[config.mk]
export PLATFORM = sky130hd
export DESIGN_NAME = rx_status_monitor_flat
export DESIGN_NICKNAME = d
export VERILOG_FILES = /design/src/rtl/rx_status_monitor_if.sv /design/src/rtl/rx_status_monitor.sv /design/src/flat_wrapper.sv
export SDC_FILE = /design/constraint.sdc
export NUM_CORES = 1
export LEC_CHECK = 0
export ABC_AREA = 1
export CAP_MARGIN = 20
export CELL_PAD_IN_SITES_DETAIL_PLACEMENT = 1
export CELL_PAD_IN_SITES_GLOBAL_PLACEMENT = 1
export CORE_ASPECT_RATIO = 1.25
export CORE_MARGIN = 3
export CORE_UTILIZATION = 50
export CTS_BUF_LIST = sky130_fd_sc_hd__clkbuf_4
export CTS_CLUSTER_SIZE = 20
export DETAILED_ROUTE_END_ITERATION = 10
export DONT_BUFFER_PORTS = 1
export PLACE_DENSITY_LB_ADDON = 0.2
export SETUP_SLACK_MARGIN = 0.5
export SLEW_MARGIN = 40
export SYNTH_ARGS = -nofsm -noshare
export SYNTH_HDL_FRONTEND = slang
export SYNTH_SLANG_ARGS = --single-unit
[constraint.sdc]
create_clock -name clk -period 4.5 [get_ports clk]
set_input_delay 0 -clock clk [delete_from_list [all_inputs] [get_ports clk]]
set_output_delay 0 -clock clk [all_outputs]
set_load 0.05 [all_outputs]
[src/rtl/rx_status_monitor_if.sv]
// PIPE receiver-status and detection handshake bundle between the PHY/MAC side and rx_status_monitor.
// slave is the monitor's view; master is the driving side.
interface rx_status_monitor_if #(
   parameter int CNT_W = 8
) ();
   logic [2:0]       rx_status;
   logic             rx_valid;
   logic             phy_status;
   logic             det_start;
   logic             clr;
   logic             tx_detect_rx;
   logic             det_done;
   logic             det_result;
   logic             det_timeout;
   logic [6:0]       sticky;
   logic [CNT_W-1:0] skip_cnt;
   logic [CNT_W-1:0] err_cnt;
   logic             irq;

   modport slave (
      input  rx_status, rx_valid, phy_status, det_start, clr,
      output tx_detect_rx, det_done, det_result, det_timeout,
             sticky, skip_cnt, err_cnt, irq
   );

   modport master (
      output rx_status, rx_valid, phy_status, det_start, clr,
      input  tx_detect_rx, det_done, det_result, det_timeout,
             sticky, skip_cnt, err_cnt, irq
   );
endinterface

[src/rtl/rx_status_monitor.sv]
// Decodes PIPE RxStatus into sticky flags and saturating counters, and runs
// the TxDetectRx receiver-detection handshake with a timeout.
//
// state  | meaning
// IDLE   | waiting for det_start
// DETECT | tx_detect_rx high, waiting for phy_status or timeout
// DONE   | one-cycle det_done pulse, then back to IDLE
module rx_status_monitor #(
   parameter int CNT_W       = 8,
   parameter int DET_TIMEOUT = 16
) (
   input  logic               clk,
   input  logic               rst,
   rx_status_monitor_if.slave bus
);

   localparam logic [15:0]      TIMER_TC = 16'(DET_TIMEOUT - 1);
   localparam logic [CNT_W-1:0] CNT_MAX  = '1;
   localparam logic [2:0]       CODE_RX_DET = 3'b011;

   typedef enum logic [1:0] {
      IDLE   = 2'd0,
      DETECT = 2'd1,
      DONE   = 2'd2
   } state_t;

   state_t      state, state_nxt;
   logic [15:0] timer, timer_nxt;
   logic        det_result_q, det_result_nxt;
   logic        det_timeout_q, det_timeout_nxt;

   always_ff @(posedge clk) begin
      if (rst) begin
         state         <= IDLE;
         timer         <= '0;
         det_result_q  <= 1'b0;
         det_timeout_q <= 1'b0;
      end else begin
         state         <= state_nxt;
         timer         <= timer_nxt;
         det_result_q  <= det_result_nxt;
         det_timeout_q <= det_timeout_nxt;
      end
   end

   always_comb begin
      state_nxt       = state;
      timer_nxt       = timer;
      det_result_nxt  = det_result_q;
      det_timeout_nxt = det_timeout_q;
      case (state)
         IDLE: begin
            if (bus.det_start) begin
               state_nxt       = DETECT;
               timer_nxt       = '0;
               det_result_nxt  = 1'b0;
               det_timeout_nxt = 1'b0;
            end
         end
         DETECT: begin
            // phy_status takes precedence over a timeout landing in the same cycle
            if (bus.phy_status) begin
               state_nxt       = DONE;
               det_result_nxt  = (bus.rx_status == CODE_RX_DET);
               det_timeout_nxt = 1'b0;
            end else if (timer == TIMER_TC) begin
               state_nxt       = DONE;
               det_result_nxt  = 1'b0;
               det_timeout_nxt = 1'b1;
            end else begin
               timer_nxt = timer + 16'd1;
            end
         end
         DONE: begin
            state_nxt = IDLE;
         end
         default: begin
            state_nxt = IDLE;
         end
      endcase
   end

   assign bus.tx_detect_rx = (state == DETECT);
   assign bus.det_done     = (state == DONE);
   assign bus.det_result   = det_result_q;
   assign bus.det_timeout  = det_timeout_q;

   logic [6:0]       sticky_q;
   logic [6:0]       set_mask;
   logic [CNT_W-1:0] skip_q, err_q;
   logic             is_skip, is_err;

   always_comb begin
      set_mask = '0;
      if (bus.rx_status != 3'b000) begin
         set_mask[bus.rx_status - 3'd1] = 1'b1;
      end
   end

   assign is_skip = (bus.rx_status == 3'b001) || (bus.rx_status == 3'b010);
   assign is_err  = bus.rx_status[2];

   // clr drops any code presented in the same cycle
   always_ff @(posedge clk) begin
      if (rst || bus.clr) begin
         sticky_q <= '0;
         skip_q   <= '0;
         err_q    <= '0;
      end else if (bus.rx_valid) begin
         sticky_q <= sticky_q | set_mask;
         if (is_skip && (skip_q != CNT_MAX)) begin
            skip_q <= skip_q + 1'b1;
         end
         if (is_err && (err_q != CNT_MAX)) begin
            err_q <= err_q + 1'b1;
         end
      end
   end

   assign bus.sticky   = sticky_q;
   assign bus.skip_cnt = skip_q;
   assign bus.err_cnt  = err_q;
   assign bus.irq      = |sticky_q[6:3];

endmodule

[src/flat_wrapper.sv]
// flat-port wrapper written by rule: the top's interface ports become plain ports
module rx_status_monitor_flat 
#(
   parameter int CNT_W       = 8,
   parameter int DET_TIMEOUT = 16
)
  (clk, rst, bus_rx_status, bus_rx_valid, bus_phy_status, bus_det_start, bus_clr, bus_tx_detect_rx, bus_det_done, bus_det_result, bus_det_timeout, bus_sticky, bus_skip_cnt, bus_err_cnt, bus_irq);
  rx_status_monitor_if #(.CNT_W(CNT_W)) bus_i ();
  input  logic clk;
  input  logic rst;
  input wire logic [$bits(bus_i.rx_status)-1:0] bus_rx_status;
  input wire logic [$bits(bus_i.rx_valid)-1:0] bus_rx_valid;
  input wire logic [$bits(bus_i.phy_status)-1:0] bus_phy_status;
  input wire logic [$bits(bus_i.det_start)-1:0] bus_det_start;
  input wire logic [$bits(bus_i.clr)-1:0] bus_clr;
  output wire logic [$bits(bus_i.tx_detect_rx)-1:0] bus_tx_detect_rx;
  output wire logic [$bits(bus_i.det_done)-1:0] bus_det_done;
  output wire logic [$bits(bus_i.det_result)-1:0] bus_det_result;
  output wire logic [$bits(bus_i.det_timeout)-1:0] bus_det_timeout;
  output wire logic [$bits(bus_i.sticky)-1:0] bus_sticky;
  output wire logic [$bits(bus_i.skip_cnt)-1:0] bus_skip_cnt;
  output wire logic [$bits(bus_i.err_cnt)-1:0] bus_err_cnt;
  output wire logic [$bits(bus_i.irq)-1:0] bus_irq;
  assign bus_i.rx_status = bus_rx_status;
  assign bus_i.rx_valid = bus_rx_valid;
  assign bus_i.phy_status = bus_phy_status;
  assign bus_i.det_start = bus_det_start;
  assign bus_i.clr = bus_clr;
  assign bus_tx_detect_rx = bus_i.tx_detect_rx;
  assign bus_det_done = bus_i.det_done;
  assign bus_det_result = bus_i.det_result;
  assign bus_det_timeout = bus_i.det_timeout;
  assign bus_sticky = bus_i.sticky;
  assign bus_skip_cnt = bus_i.skip_cnt;
  assign bus_err_cnt = bus_i.err_cnt;
  assign bus_irq = bus_i.irq;
  rx_status_monitor #(.CNT_W(CNT_W), .DET_TIMEOUT(DET_TIMEOUT)) u_core (.clk(clk), .rst(rst), .bus(bus_i));
endmodule
==> reports/metrics.yaml <==
status: "completed"
htreeDepth: 2
synthSimpleGateAreaFrac: 0.3993
grtUsageTotal: 0.2597
area.growth.synth_to_final_pct: 6.927
async_flop_share: 0
drtPass1Iterations: 5
via_per_inst: 5.446
final_layout_size_suffix_gt1_frac: 0.07417
syn_nets: 400
gp_congestion: 0.7879
post_synth_num_cell_types: 33
dp_hpwl_um: 4879
rsz0062_at_grt: "false"
period_needed_ns: 2.055
row_count: 28
grt_pass1_vias: 2676
cts.path.max_buffers: 2
wl_per_cell_um: 16.08
cp.buffers_inverters: 1
cts.repair.resized: 0
cts-root-buf: "clkbuf_4"
fmax_ghz: 0.4866
netlist_area_sq_mm: 0.002529
cts_tree: "done"
core_sq_mm: 0.004800
yosys.area_share.xor_xnor: 0.03464
tns_ns: 0
holdWs_ns: 0.04245
synthAdderAreaFrac: 0.03958
cellPowerDensity_mw_per_mm2: 293.8
critPathMaxStageDelay_ns: 0.70
post-synth-top-count-cell: "nand2_1"
ir_drop_v: 0.0001983
num_vias: 2456
grt_max_degree: 18
critical-path-top-delay-family: "flip-flops"
drc: 0
muxShareOfSynthArea: 0
ant_nets: 0
critPathMaxFanout: 9
diodes: 0
synth_compound_area_frac: 0.09154
leakagePower_nw: 1.094
cp-start-kind: "register"
yosys.area.top_type: "dfxtp_1"
clk_latency_ns: 0.36
final_nets: 407
grt_overflow: 0
synth_edf_count: 0
finalMaxSlewViolations: 0
portBuffers: 0
drt_iter0_markers: 77
clk_pin_slew_ns: 0.13
crit_required_ns: 4.74
post-route-period-util: 0.4567
netlist_instances: 383
synth_top_family_by_area: "simple AND/OR/NAND/NOR gates"
antenna_found_initial: 0
cts.sinks: 43
start_util: 0.5269
hold_viol_final: 0
netlist.area_leader.share: 0.3404
crit_chain: "ha_1 -> nand4_1 -> o21ai_2 -> inv_2 -> nand2_1 -> a21oi_1"
cts_buffers: 5
ys.flop_type: "dfxtp_1"
crit_type: "register to register"
grt_pass1_wl_um: 12480
setup.worst_path.end_class: "register"
fin_util: 0.5633
synth_commonest_cells: "101 x nand2_1, 67 x nor2_1, 45 x inv_1"
cp_slowest_cell: "dfxtp_1"
ys_ff_latch: 43
worstHoldPathType: "input port to register"
cap_violations: 0
drt_wl_total_um: 7254
synthTopCellsByArea: "dfxtp_1 34%, nand2_1 15%, nor2_1 9.9%, inv_1 6.7%, nand4_1 4.7%"
die-area_sq_mm: 0.005952
synth_seq_area_share: 0.3404
cts_setup_buffers: 0
crit_arrival_ns: 2.30
die_w_um: 69.61
io_pins: 37
die_h_um: 85.51
maxSlewHeadroom: 0.5634
worstMarginPinSlew_ns: 0.6540
finClkSkew_ns: 0.009200
postSynthAreaPerCell_sq_um: 6.602
finalSetupViolCount: 0
yosys_warnings: 0
-- through the flow --
step | power (mW) | instances | cell area, sq um | setup slack (ns)
after global placement | 0.5363 | 435 | 2545 | 2.566
after CTS | 0.7951 | 451 | 2704 | 2.478
after global routing | 0.8326 | 451 | 2704 | 2.242
after detailed placement | 0.5424 | 435 | 2547 | 2.491
after floorplan | 0.5230 | 383 | 2529 | 2.729
final | 0.7943 | 451 | 2704 | 2.445
-- state kept, by name, summed over array words and instances, names as in the netlist --
| register | cells |
|---|---|
| u_core.bus.det_result | 1 |
| u_core.bus.det_timeout | 1 |
| u_core.bus.err_cnt | 8 |
| u_core.bus.skip_cnt | 8 |
| u_core.bus.sticky | 7 |
| u_core.state | 2 |
| u_core.timer | 16 |
-- kinds of logic after synthesis --
group	Yosys count
and+or+nand+nor	225
DFF	43
buffers and inverters	56
adders and majority gates	8
AOI/OAI and AO/OA	41
xor gates and xnor gates	10
-- path summary, 6_finish.rpt --
kind                                            start                                   to  slack [ns]  cells after the start
hold / removal                                    rst        u_core.timer[13]$_SDFFE_PP0P_        0.04                      3
hold reg to reg          u_core.timer[4]$_SDFFE_PP0P_         u_core.timer[4]$_SDFFE_PP0P_        0.56                      2
setup reg to reg  u_core.bus.skip_cnt[1]$_SDFFE_PP0P_  u_core.bus.skip_cnt[6]$_SDFFE_PP0P_        2.44                      6
setup / recovery  u_core.bus.skip_cnt[1]$_SDFFE_PP0P_  u_core.bus.skip_cnt[6]$_SDFFE_PP0P_        2.44                      6
-- layout by cell type (no fill, tap or decap), types with 3 or more instances in the layout --
cell type	instances
dlygate4sd3_1	8
nand4_1	19
nand2_1	101
dfxtp_1	43
nand3_1	18
nor2_4	3
nor2_2	3
ha_1	8
o21ai_0	12
clkbuf_4	5
a21oi_2	5
nor2_1	66
xor2_1	5
xnor2_1	5
nor3_1	3
a21oi_1	20
inv_1	45
nand2_2	4
-- report_power, final --
group	total, mW	switching [mW]	internal [mW]
registers	0.415	0.0225	0.392
logic	0.131	0.0938	0.0368
clock network	0.249	0.134	0.114
-- layout make-up --
| type | instances | area (sq um) |
|---|---|---|
| timing repair buffer | 8 | 80.08 |
| sequential | 43 | 860.8 |
| clock buffer | 5 | 37.54 |
| fill | 682 | 2096 |
| tap | 60 | 75.07 |
| multi-input combinational | 284 | 1431 |
| inverter | 48 | 180.2 |
| clock inverter | 3 | 38.79 |
-- per-layer routing --
layer  part of all wire  wire length [um]  track usage
met2               0.53              3833       0.4818
met1               0.41              2952       0.2840
met3              0.031               226      0.04455
met4              0.033               242       0.1261
met5                  0                 0            0
-- timing repair --
item,4_1_cts,5_1_grt
hold endpoints to repair,21,0
setup endpoints to repair,0,0
hold buffers,8,0
-- worst reg2reg max path, stage by stage, from the launching register on --
cell and delay (ns):
dfxtp_1 0.70, ha_1 0.33, nand4_1 0.17, o21ai_2 0.41
inv_2 0.16, nand2_1 0.10, a21oi_1 0.07
No activity file was read; power rests on OpenSTA's default activity.
